<file path="src/rtl/frame_pkg.sv">
// Shared types, defaults and arithmetic helpers for the multi-channel frame parser.
package frame_pkg;

    localparam int unsigned LEN_W = 7;
    localparam logic [31:0] HEADER_DEF  = 32'hE0E0E0E0;
    localparam logic [31:0] TRAILER_DEF = 32'h0E0E0E0E;

    typedef enum logic [2:0] {HUNT, HDR2, CHAN, DATA, TRL2} state_e;

    typedef struct packed {
        logic crc_valid;
        logic crc_err;
        logic err_chan;
        logic err_len;
        logic err_trailer;
        logic err_overrun;
    } status_t;

    // CRC-16/XMODEM over one 16-bit word, MSB first
    function automatic logic [15:0] crc16_step(input logic [15:0] crc, input logic [15:0] word);
        logic [15:0] c;
        c = crc;
        for (int i = 15; i >= 0; i--) begin
            if (c[15] ^ word[i]) c = {c[14:0], 1'b0} ^ 16'h1021;
            else                 c = {c[14:0], 1'b0};
        end
        return c;
    endfunction

    function automatic logic [15:0] gray_word(input logic [15:0] w, input logic p);
        return w ^ {p, w[15:1]};
    endfunction

endpackage

</file>
<file path="src/rtl/frame_bank_ram.sv">
// Two-bank frame store: simple dual-port, one write and one registered read per cycle.
module frame_bank_ram
    import frame_pkg::*;
#(
    parameter int unsigned DEPTH = 9,
    parameter int unsigned IDX_W = 4
) (
    input  logic             clk_in,
    input  logic             rst,
    input  logic             wr_en_i,
    input  logic             wr_bank_i,
    input  logic [IDX_W-1:0] wr_idx_i,
    input  logic [15:0]      wr_data_i,
    input  logic             rd_en_i,
    input  logic             rd_bank_i,
    input  logic [IDX_W-1:0] rd_idx_i,
    output logic [15:0]      rd_data_o
);

    logic [15:0] mem_q [2][DEPTH];

    always_ff @(posedge clk_in) begin
        if (wr_en_i) mem_q[wr_bank_i][wr_idx_i] <= wr_data_i;
    end

    // Read register doubles as the output data register, so it holds during stalls
    always_ff @(posedge clk_in) begin
        if (rst)          rd_data_o <= '0;
        else if (rd_en_i) rd_data_o <= mem_q[rd_bank_i][rd_idx_i];
    end

endmodule

</file>
<file path="src/rtl/frame_parser_mc.sv">
// Framed 16-bit stream parser: CRC-checked payloads buffered in a ping-pong store and
// released in commit order on a valid/ready port, optionally Gray coded.
module frame_parser_mc
    import frame_pkg::*;
#(
    parameter int unsigned N_CH      = 8,
    parameter int unsigned MAX_WORDS = 8,
    parameter bit          GRAY_EN   = 1'b1,
    parameter logic [31:0] HEADER    = HEADER_DEF,
    parameter logic [31:0] TRAILER   = TRAILER_DEF
) (
    input  logic             clk_in,
    input  logic             rst,
    input  logic [15:0]      data_in,
    input  logic             in_valid,
    output logic             out_valid,
    input  logic             out_ready,
    output logic [15:0]      out_data,
    output logic [N_CH-1:0]  out_ch,
    output logic [LEN_W-1:0] out_len,
    output logic             out_last,
    output logic             crc_valid,
    output logic             crc_err,
    output logic             err_chan,
    output logic             err_len,
    output logic             err_trailer,
    output logic             err_overrun
);

    localparam int unsigned DEPTH = MAX_WORDS + 1;
    localparam int unsigned IDX_W = $clog2(DEPTH);
    localparam logic [LEN_W-1:0] DEPTH_L = LEN_W'(DEPTH);
    localparam logic [15:0] CH_MASK = 16'((32'd1 << N_CH) - 32'd1);

    state_e                      state_q, state_d;
    logic [LEN_W-1:0]            cnt_q, cnt_d;
    logic [15:0]                 crc_acc_q, crc_acc_d, hold_q, hold_d;
    logic                        wr_bank_q, wr_bank_d;
    logic [1:0]                  busy_q, busy_d;
    logic [1:0][N_CH-1:0]        ch_q, ch_d;
    logic [1:0][LEN_W-1:0]       len_q, len_d;
    logic [1:0]                  fifo_q, fifo_d;
    logic [1:0]                  fifo_cnt_q, fifo_cnt_d;
    logic [IDX_W-1:0]            rd_idx_q, rd_idx_d;
    logic                        out_valid_q, out_valid_d, out_last_q, out_bank_q, p_q;
    logic [N_CH-1:0]             out_ch_q;
    logic [LEN_W-1:0]            out_len_q;
    status_t                     stat_q, stat_d;
    logic                        alloc, discard, commit, wr_en, chan_ok;
    logic                        head, rd_en, rd_last, pop, free;
    logic [15:0]                 rd_data;

    assign chan_ok = $onehot(data_in) && ((data_in & ~CH_MASK) == 16'h0000);

    always_comb begin
        state_d   = state_q;
        cnt_d     = cnt_q;
        crc_acc_d = crc_acc_q;
        hold_d    = hold_q;
        wr_bank_d = wr_bank_q;
        ch_d      = ch_q;
        len_d     = len_q;
        stat_d    = '0;
        alloc     = 1'b0;
        discard   = 1'b0;
        commit    = 1'b0;
        wr_en     = 1'b0;
        if (in_valid) begin
            unique case (state_q)
                HUNT: if (data_in == HEADER[31:16]) state_d = HDR2;
                HDR2: begin
                    if (data_in == HEADER[15:0]) begin
                        if (busy_q == 2'b11) begin
                            stat_d.err_overrun = 1'b1;
                            state_d            = HUNT;
                        end else begin
                            alloc     = 1'b1;
                            wr_bank_d = busy_q[0];
                            state_d   = CHAN;
                        end
                    end else if (data_in != HEADER[31:16]) begin
                        state_d = HUNT;
                    end
                end
                CHAN: begin
                    if (chan_ok) begin
                        ch_d[wr_bank_q] = data_in[N_CH-1:0];
                        cnt_d           = '0;
                        crc_acc_d       = '0;
                        state_d         = DATA;
                    end else begin
                        stat_d.err_chan = 1'b1;
                        discard         = 1'b1;
                        state_d         = HUNT;
                    end
                end
                DATA: begin
                    if (data_in == TRAILER[31:16]) begin
                        state_d = TRL2;
                    end else if (cnt_q == DEPTH_L) begin
                        stat_d.err_len = 1'b1;
                        discard        = 1'b1;
                        state_d        = HUNT;
                    end else begin
                        // Newest word waits in hold_q; it only enters the CRC once superseded
                        wr_en  = 1'b1;
                        cnt_d  = cnt_q + LEN_W'(1);
                        hold_d = data_in;
                        if (cnt_q != '0) crc_acc_d = crc16_step(crc_acc_q, hold_q);
                    end
                end
                TRL2: begin
                    state_d = HUNT;
                    if (data_in != TRAILER[15:0]) begin
                        stat_d.err_trailer = 1'b1;
                        discard            = 1'b1;
                    end else if (cnt_q < LEN_W'(2)) begin
                        stat_d.err_len = 1'b1;
                        discard        = 1'b1;
                    end else if (crc_acc_q == hold_q) begin
                        stat_d.crc_valid = 1'b1;
                        commit           = 1'b1;
                        len_d[wr_bank_q] = cnt_q - LEN_W'(1);
                    end else begin
                        stat_d.crc_err = 1'b1;
                        discard        = 1'b1;
                    end
                end
                default: state_d = HUNT;
            endcase
        end
    end

    // Read side: head of the commit queue streams into the RAM output register
    always_comb begin
        head        = fifo_q[0];
        rd_en       = (fifo_cnt_q != 2'd0) && (!out_valid_q || out_ready);
        rd_last     = (LEN_W'(rd_idx_q) == len_q[head] - LEN_W'(1));
        pop         = rd_en && rd_last;
        free        = out_valid_q && out_ready && out_last_q;
        out_valid_d = rd_en ? 1'b1 : (out_valid_q && !out_ready);
        rd_idx_d    = rd_idx_q;
        if (rd_en) rd_idx_d = rd_last ? '0 : rd_idx_q + IDX_W'(1);

        fifo_d     = fifo_q;
        fifo_cnt_d = fifo_cnt_q;
        if (pop) begin
            fifo_d[0]  = fifo_q[1];
            fifo_cnt_d = fifo_cnt_q - 2'd1;
        end
        if (commit) begin
            fifo_d[fifo_cnt_d[0]] = wr_bank_q;
            fifo_cnt_d            = fifo_cnt_d + 2'd1;
        end

        busy_d = busy_q;
        if (free)    busy_d[out_bank_q] = 1'b0;
        if (discard) busy_d[wr_bank_q]  = 1'b0;
        if (alloc)   busy_d[wr_bank_d]  = 1'b1;
    end

    always_ff @(posedge clk_in) begin
        if (rst) begin
            state_q     <= HUNT;
            cnt_q       <= '0;
            crc_acc_q   <= '0;
            hold_q      <= '0;
            wr_bank_q   <= 1'b0;
            busy_q      <= '0;
            ch_q        <= '0;
            len_q       <= '0;
            fifo_q      <= '0;
            fifo_cnt_q  <= '0;
            rd_idx_q    <= '0;
            out_valid_q <= 1'b0;
            out_last_q  <= 1'b0;
            out_bank_q  <= 1'b0;
            out_ch_q    <= '0;
            out_len_q   <= '0;
            p_q         <= 1'b0;
            stat_q      <= '0;
        end else begin
            state_q     <= state_d;
            cnt_q       <= cnt_d;
            crc_acc_q   <= crc_acc_d;
            hold_q      <= hold_d;
            wr_bank_q   <= wr_bank_d;
            busy_q      <= busy_d;
            ch_q        <= ch_d;
            len_q       <= len_d;
            fifo_q      <= fifo_d;
            fifo_cnt_q  <= fifo_cnt_d;
            rd_idx_q    <= rd_idx_d;
            out_valid_q <= out_valid_d;
            stat_q      <= stat_d;
            if (rd_en) begin
                out_last_q <= rd_last;
                out_bank_q <= head;
                out_ch_q   <= ch_q[head];
                out_len_q  <= len_q[head];
                // rd_data still holds the previous word of this frame
                p_q        <= (rd_idx_q == '0) ? 1'b0 : rd_data[0];
            end
        end
    end

    frame_bank_ram #(
        .DEPTH(DEPTH),
        .IDX_W(IDX_W)
    ) u_ram (
        .clk_in   (clk_in),
        .rst      (rst),
        .wr_en_i  (wr_en),
        .wr_bank_i(wr_bank_q),
        .wr_idx_i (cnt_q[IDX_W-1:0]),
        .wr_data_i(data_in),
        .rd_en_i  (rd_en),
        .rd_bank_i(head),
        .rd_idx_i (rd_idx_q),
        .rd_data_o(rd_data)
    );

    assign out_valid   = out_valid_q;
    assign out_data    = GRAY_EN ? gray_word(rd_data, p_q) : rd_data;
    assign out_ch      = out_ch_q;
    assign out_len     = out_len_q;
    assign out_last    = out_last_q;
    assign crc_valid   = stat_q.crc_valid;
    assign crc_err     = stat_q.crc_err;
    assign err_chan    = stat_q.err_chan;
    assign err_len     = stat_q.err_len;
    assign err_trailer = stat_q.err_trailer;
    assign err_overrun = stat_q.err_overrun;

endmodule

</file>
<file path="config.mk">
export PLATFORM = sky130hd
export DESIGN_NAME = frame_parser_mc
export DESIGN_NICKNAME = d
export VERILOG_FILES = /design/src/rtl/frame_pkg.sv /design/src/rtl/frame_bank_ram.sv /design/src/rtl/frame_parser_mc.sv
export SDC_FILE = /design/constraint.sdc
export NUM_CORES = 1
export LEC_CHECK = 0
export BUFFER_PORTS_ARGS = -buffer_cell sky130_fd_sc_hd__buf_4
export CAP_MARGIN = 5
export CORE_ASPECT_RATIO = 1.4
export CORE_UTILIZATION = 30
export CTS_CLUSTER_SIZE = 24
export DETAILED_ROUTE_END_ITERATION = 16
export SLEW_MARGIN = 20
export SYNTH_ARGS = -nofsm -noshare
export SYNTH_HDL_FRONTEND = slang
export SYNTH_SLANG_ARGS = --single-unit
</file>
<file path="constraint.sdc">
create_clock -name clk_in -period 4.62 [get_ports clk_in]
set_input_delay 0.462 -clock clk_in [delete_from_list [all_inputs] [get_ports clk_in]]
set_output_delay 0.462 -clock clk_in [all_outputs]
set_load 0.02 [all_outputs]
</file>
**After elaboration in Yosys (flattened, before gate mapping)**

Memories as Yosys holds them, arrays and structs flattened. A register that Yosys moved wholly into a read port is not among the register bits.
Cells that the tools add are included.

- Register bits: 124
- Word-level logic and storage cells: 337
- Memories: 1
- Input bits: 20
- RAM bits: 288
- Output and inout port bits: 39

- Equal/unequal tests: 20
- Bitwise gates (word level): 49
- Reduce and logical (&&, ||, !) cells: 31
- Multiplexer cells: 175
- Add/subtract/negate cells: 21
- Magnitude comparators: 13

Memory list:

| name | depth | width | rd ports | clocked after Yosys merged registers in | wr ports | RTL line | text |
|---|---|---|---|---|---|---|---|
| u_ram.mem_q | 2 | 144 | 1 | 1 | 1 | frame_bank_ram.sv:20 | `logic [15:0] mem_q [2][DEPTH];` |

Operators with widths:

| cell | count |
|---|---|
| 16-bit 2-to-1 mux | 82 |
| 13-bit 2-to-1 mux | 16 |
| 144-bit 2-to-1 mux | 1 |
| 16-bit binary-select mux with 4-bit select | 1 |
| 16-bit demux with 4-bit select | 1 |
| 3-bit inverter | 16 |
| 7-bit 2-to-1 mux | 6 |
| 1-bit 2-to-1 mux | 38 |
| 16-bit one-hot mux with 2 select lines | 1 |
| 8-bit 2-to-1 mux | 3 |
| 1-bit by 1-bit adder with 2-bit output | 8 |
| 16-bit bitwise mux | 1 |
| 16-bit by 12-bit equality test with 1-bit output, second input constant | 1 |
| 16-bit equality test | 1 |
| 16-bit equality test, second input constant | 1 |
| 16-bit zero test | 1 |
| 16-bit by 12-bit != test with 1-bit output, second input constant | 1 |
| 16-bit != test, second input constant | 1 |
| 1-bit bitwise XOR | 16 |
| 16-bit bitwise XOR | 1 |
| 3-bit 2-to-1 mux | 5 |
| 14-bit bitwise mux | 1 |
| 2-bit 2-to-1 mux | 7 |
| 7-bit one-hot mux with 2 select lines | 1 |
| 50 further kinds | 98 |

**Logic depth before layout (Yosys ltp)**

- Word-level depth: 111
- Depth in mapped cells: 18
- Depth with buffers taken out: 17

**By module**

From an unflattened synthesis, not the netlist that was laid out.

- Cell total of the unflattened synthesis: 1326
- Area total of the unflattened synthesis: 17793.3 um^2

Modules (own cells, without submodules):

| module | seq. area each (um^2) | cells an instance | times used | area an instance (um^2) |
|---|---|---|---|---|
| frame_bank_ram | 8968.6 | 655 | 1 | 11748.8 |
| frame_parser_mc | 2162.1 | 671 | 1 | 6044.5 |

**Least setup slack after synthesis**

Ideal clock, no wire load.

- Path type: in2reg
- From: in data_in[5]
- To: reg crc_acc_q[4]
- Stages: 18
- Path slack: -0.230 ns
- Data arrival time: 4.780 ns
- Cell sequence: inv_1 fa_1 inv_1 fa_1 fa_1 inv_1 fa_1 inv_1 ha_1 fa_1 nor4b_1 nand3_1 nor3_1 buf_2 o21a_1 and2_1 nand3_1 a21oi_1

- Word-level cells in the longest chain between the ends: 8
- Elaborated cells between the ends (all ways): 10
- Those cells by class: add/sub (4); eq/ne (4); reduce/logical (2)

Ends and longest elaborated chain:

| what | RTL line | text |
|---|---|---|
| start: declaration | frame_parser_mc.sv:14 | `input logic [15:0] data_in,` |
| 1-bit by 1-bit adder with 2-bit output (implied by the code) | frame_parser_mc.sv:53 | `assign chan_ok = $onehot(data_in) && ((data_in & ~CH_MASK) == 16'h0000);` |
| 2-bit by 2-bit adder with 3-bit output (implied by the code) | frame_parser_mc.sv:53 |  |
| 3-bit by 3-bit adder with 4-bit output (implied by the code) | frame_parser_mc.sv:53 |  |
| 4-bit by 4-bit adder with 5-bit output (implied by the code) | frame_parser_mc.sv:53 |  |
| 5-bit by 1-bit equality test with 1-bit output | frame_parser_mc.sv:53 |  |
| 1-bit logical AND | frame_parser_mc.sv:53 |  |
| 2-bit != test (no source line) | -- |  |
| 6-bit AND reduction (no source line) * | -- |  |
| end signal: assignment | frame_parser_mc.sv:185 | `crc_acc_q <= crc_acc_d;` |
| end: declaration | frame_parser_mc.sv:37 | `logic [15:0] crc_acc_q, crc_acc_d, hold_q, hold_d;` |

Every way passes the cells marked *; elsewhere a longest branch is shown, timed or not.
A chain may end at the register's enable or synchronous reset.

**Worst setup path in the final report**

- From: in data_in[11]
- To: reg crc_acc_q[10]

The elaborated chain is that of the path after synthesis.

==> metrics.cfg <==
[run_status]
run_status=finished clean

[final_layout]
final_cell_mix=288 x edfxtp_1, 122 x dfxtp_1, 111 x buf_4, 97 x nor2_1, 80 x mux4_2
drive_above_1_share_pct=23.1
fin_area_um2=20500
num_antenna_cells=0
fillers=5510
fin_nets=1346
area.growth.synth_to_final_pct=17.3
layout_commonest_cell=edfxtp_1

[sta]
fmax_ghz=0.217
finalSetupTns_ns=0
rsz0062_at_grt=yes
layout_min_cycle_time_ns=4.60
hold_viol=0
tightest_slew_ns=0.864
slew_headroom_pct=42.4
slew_viol_final=0
finalCritPeriodShare_pct=99.6
setup_viol=0
fin_skew_ns=0.0208

[logic_synthesis]
synth_warnings=0
synthSimpleGateAreaFrac_pct=8.42
synthAdderAreaFrac_pct=2.36
synth_edf_count=288
syn_area_per_cell_um2=14.5
synth_top_family_by_area=multiplexers
async_flop_share_pct=0
synth_compound_area_share_pct=5.31
syn_inst=1204
yosysSeqAreaShare_pct=63.7
synthXorXnorAreaFrac_pct=4.38
ys.flop_type=edfxtp_1
syn_area_um2=17500
synth_nets=1251
synth_seq_cells=412
synthMuxAreaShare_pct=13.1
synth_cell_types=64

[global_route]
met1_usage_pct=16.7
antenna_found_initial=0
met2_usage_pct=27.8
grt_pass1_wl_um=65300
grt_overflow=0
grt_pass1_vias=10700
grt_usage_pct=14.9
top_usage_layer=met2
met3_usage_pct=1.74
grt_max_degree=94

[routing]
vias_per_cell=4.97
antenna_left=0
wirelength_um=43900
routedWlPerCell_um=21.2
drtPass1Iterations=5
drc=0
vias=10300
drt_iter0_drc=707

[floorplan]
initial_core_util_pct=30.4
fp.dieW_um=206
dieArea_um2=59200
core_region_area_um2=57500
fp-row-count=104
die_y_um=287
io_pins=59

[clocking]
numCtsBuffers=38
cts_tree=done
cts.clk_slew.worst_paths_ns=0.06
htreeDepth=2
clk_latency_ns=0.55
cts.sinks=412
clockBufferDepth=3
cts_root_buffer=clkbuf_16

[worst_hold_path]
min_path_type=in -> reg

[placed_design]
placed_cell_area_um2=19100
place_hpwl_um=27800
io_buffers=58
gp_congestion=0.804

[setup_path]
cp-start-kind=input pin
critPathArrivalTime_ns=5.06
crit_required_ns=5.08
cp-end-kind=flop
path_class=in -> reg
cp_max_fo=9

[power]
powerDensity_nw_per_um2=363
power_mw=7.44
leakagePower_nw=6.81
peakVddDrop_v=0.000257

[job]
drv_cap=0

==> what timing repair did <==
item                                    CTS  global route
cloned                                    1             0
hold buffers                              0             0
endpoints found under the setup margin   15            25
pin swaps                                16            18
buffers inserted                          3             2
resized for setup                        22            15
==> routing by layer <==
metal / up-vias / routed length (µm)
li1: 4705 / -
met1: 5262 / 16500
met2: 237 / 23800
met3: 88 / 1640
met4: 0 / 1980
met5: - / 0
==> flip-flops by register name (all words and copies together), names as in the netlist, 7 cells and up <==
name             cells
ch_q                16
cnt_q                7
crc_acc_q           16
hold_q              16
len_q               14
out_ch               8
out_len              7
u_ram.mem_q        288
u_ram.rd_data_o     16
==> cells by family (layout without fill, tap and decap cells) <==
logic type      after synthesis  after routing
mux                         128            128
fa+ha+maj                    27             27
buf+inv                     115            240
flops                       412            412
compound gates              141            141
xor+xnor                     83             83
simple gates                298            298
==> cell usage after synthesis, types with 2 or more instances <==
cell	count	area share (%)
a211oi_1	20	0.86
a21oi_1	53	1.5
a221o_1	5	0.29
a22oi_1	5	0.21
and2_1	4	0.14
and3_1	6	0.21
and4_1	3	0.15
and4b_1	2	0.11
buf_1	6	0.13
buf_2	12	0.34
buf_4	3	0.13
buf_6	2	0.13
clkbuf_1	44	0.95
dfxtp_1	124	14
edfxtp_1	288	50
fa_1	10	1.1
ha_1	17	1.2
inv_1	48	1.0
mux2_2	2	0.13
mux2i_1	46	2.6
mux4_2	80	10
nand2_1	74	1.6
nand2b_1	3	0.11
nand3_1	23	0.66
nand4_1	13	0.47
nor2_1	98	2.1
nor2b_1	12	0.43
nor3_1	13	0.37
nor3_2	3	0.17
nor3b_1	10	0.43
nor4_1	13	0.47
nor4b_1	4	0.20
o211ai_1	3	0.13
o21ai_0	24	0.69
o221ai_1	16	0.80
or3_1	8	0.29
xnor2_1	44	2.2
xnor2_2	3	0.28
xor2_1	34	1.7
xor2_2	2	0.19
==> path summary, 6_finish.rpt <==
kind,start,endpoint,slack [ns],cells after the start
min reg2reg,ch_q[7],ch_q[7],0.45,2
max,data_in[11],crc_acc_q[10],0.02,21
min,data_in[9],u_ram.mem_q[0][73],0.13,1
max reg2reg,u_ram.rd_bank_i,fifo_cnt_q[0],1.33,9
==> critical path, cell delays in order <==
cell and delay (ns):
buf_12 0.12, fa_1 0.50, inv_1 0.05, fa_1 0.50, inv_1 0.05, fa_1 0.50
inv_2 0.04, fa_1 0.49, inv_2 0.05, ha_4 0.15, fa_1 0.45, nor4b_2 0.30
buf_4 0.18, nand3_4 0.08, nor3_4 0.17, buf_4 0.14, o211ai_1 0.07, buf_4 0.19
buf_6 0.12, or3_1 0.30, a21oi_1 0.12
==> final cells by class <==
cell class                 count  area [µm²]  area share, %
sequential                   412       11100           54.4
multi-input combinational    677        6000           29.3
clock buffer                  47        1050           5.11
timing repair buffer         122         993           4.85
tap                          742         928           4.53
clock inverter                23         189          0.923
inverter                      48         183          0.892
==> power breakdown <==
part,internal (mW),switching [mW]
Clock,1.73,1.38
Sequential,3.94,0.000000420
Combinational,0.156,0.227
==> through the flow <==
stage                     cells  setup slack, ns  util (%)  hold slack, ns
after floorplan            1204           0.0108         -           0.431
after global placement     1995           -0.604      33.1           0.438
after detailed placement   1995           -0.735      33.1           0.444
after CTS                  2069         0.000598      35.5           0.103
after global routing       2071           -0.151      35.6           0.108
final                      2071           0.0194      35.6           0.127
No activity file was read; power rests on OpenSTA's default activity.
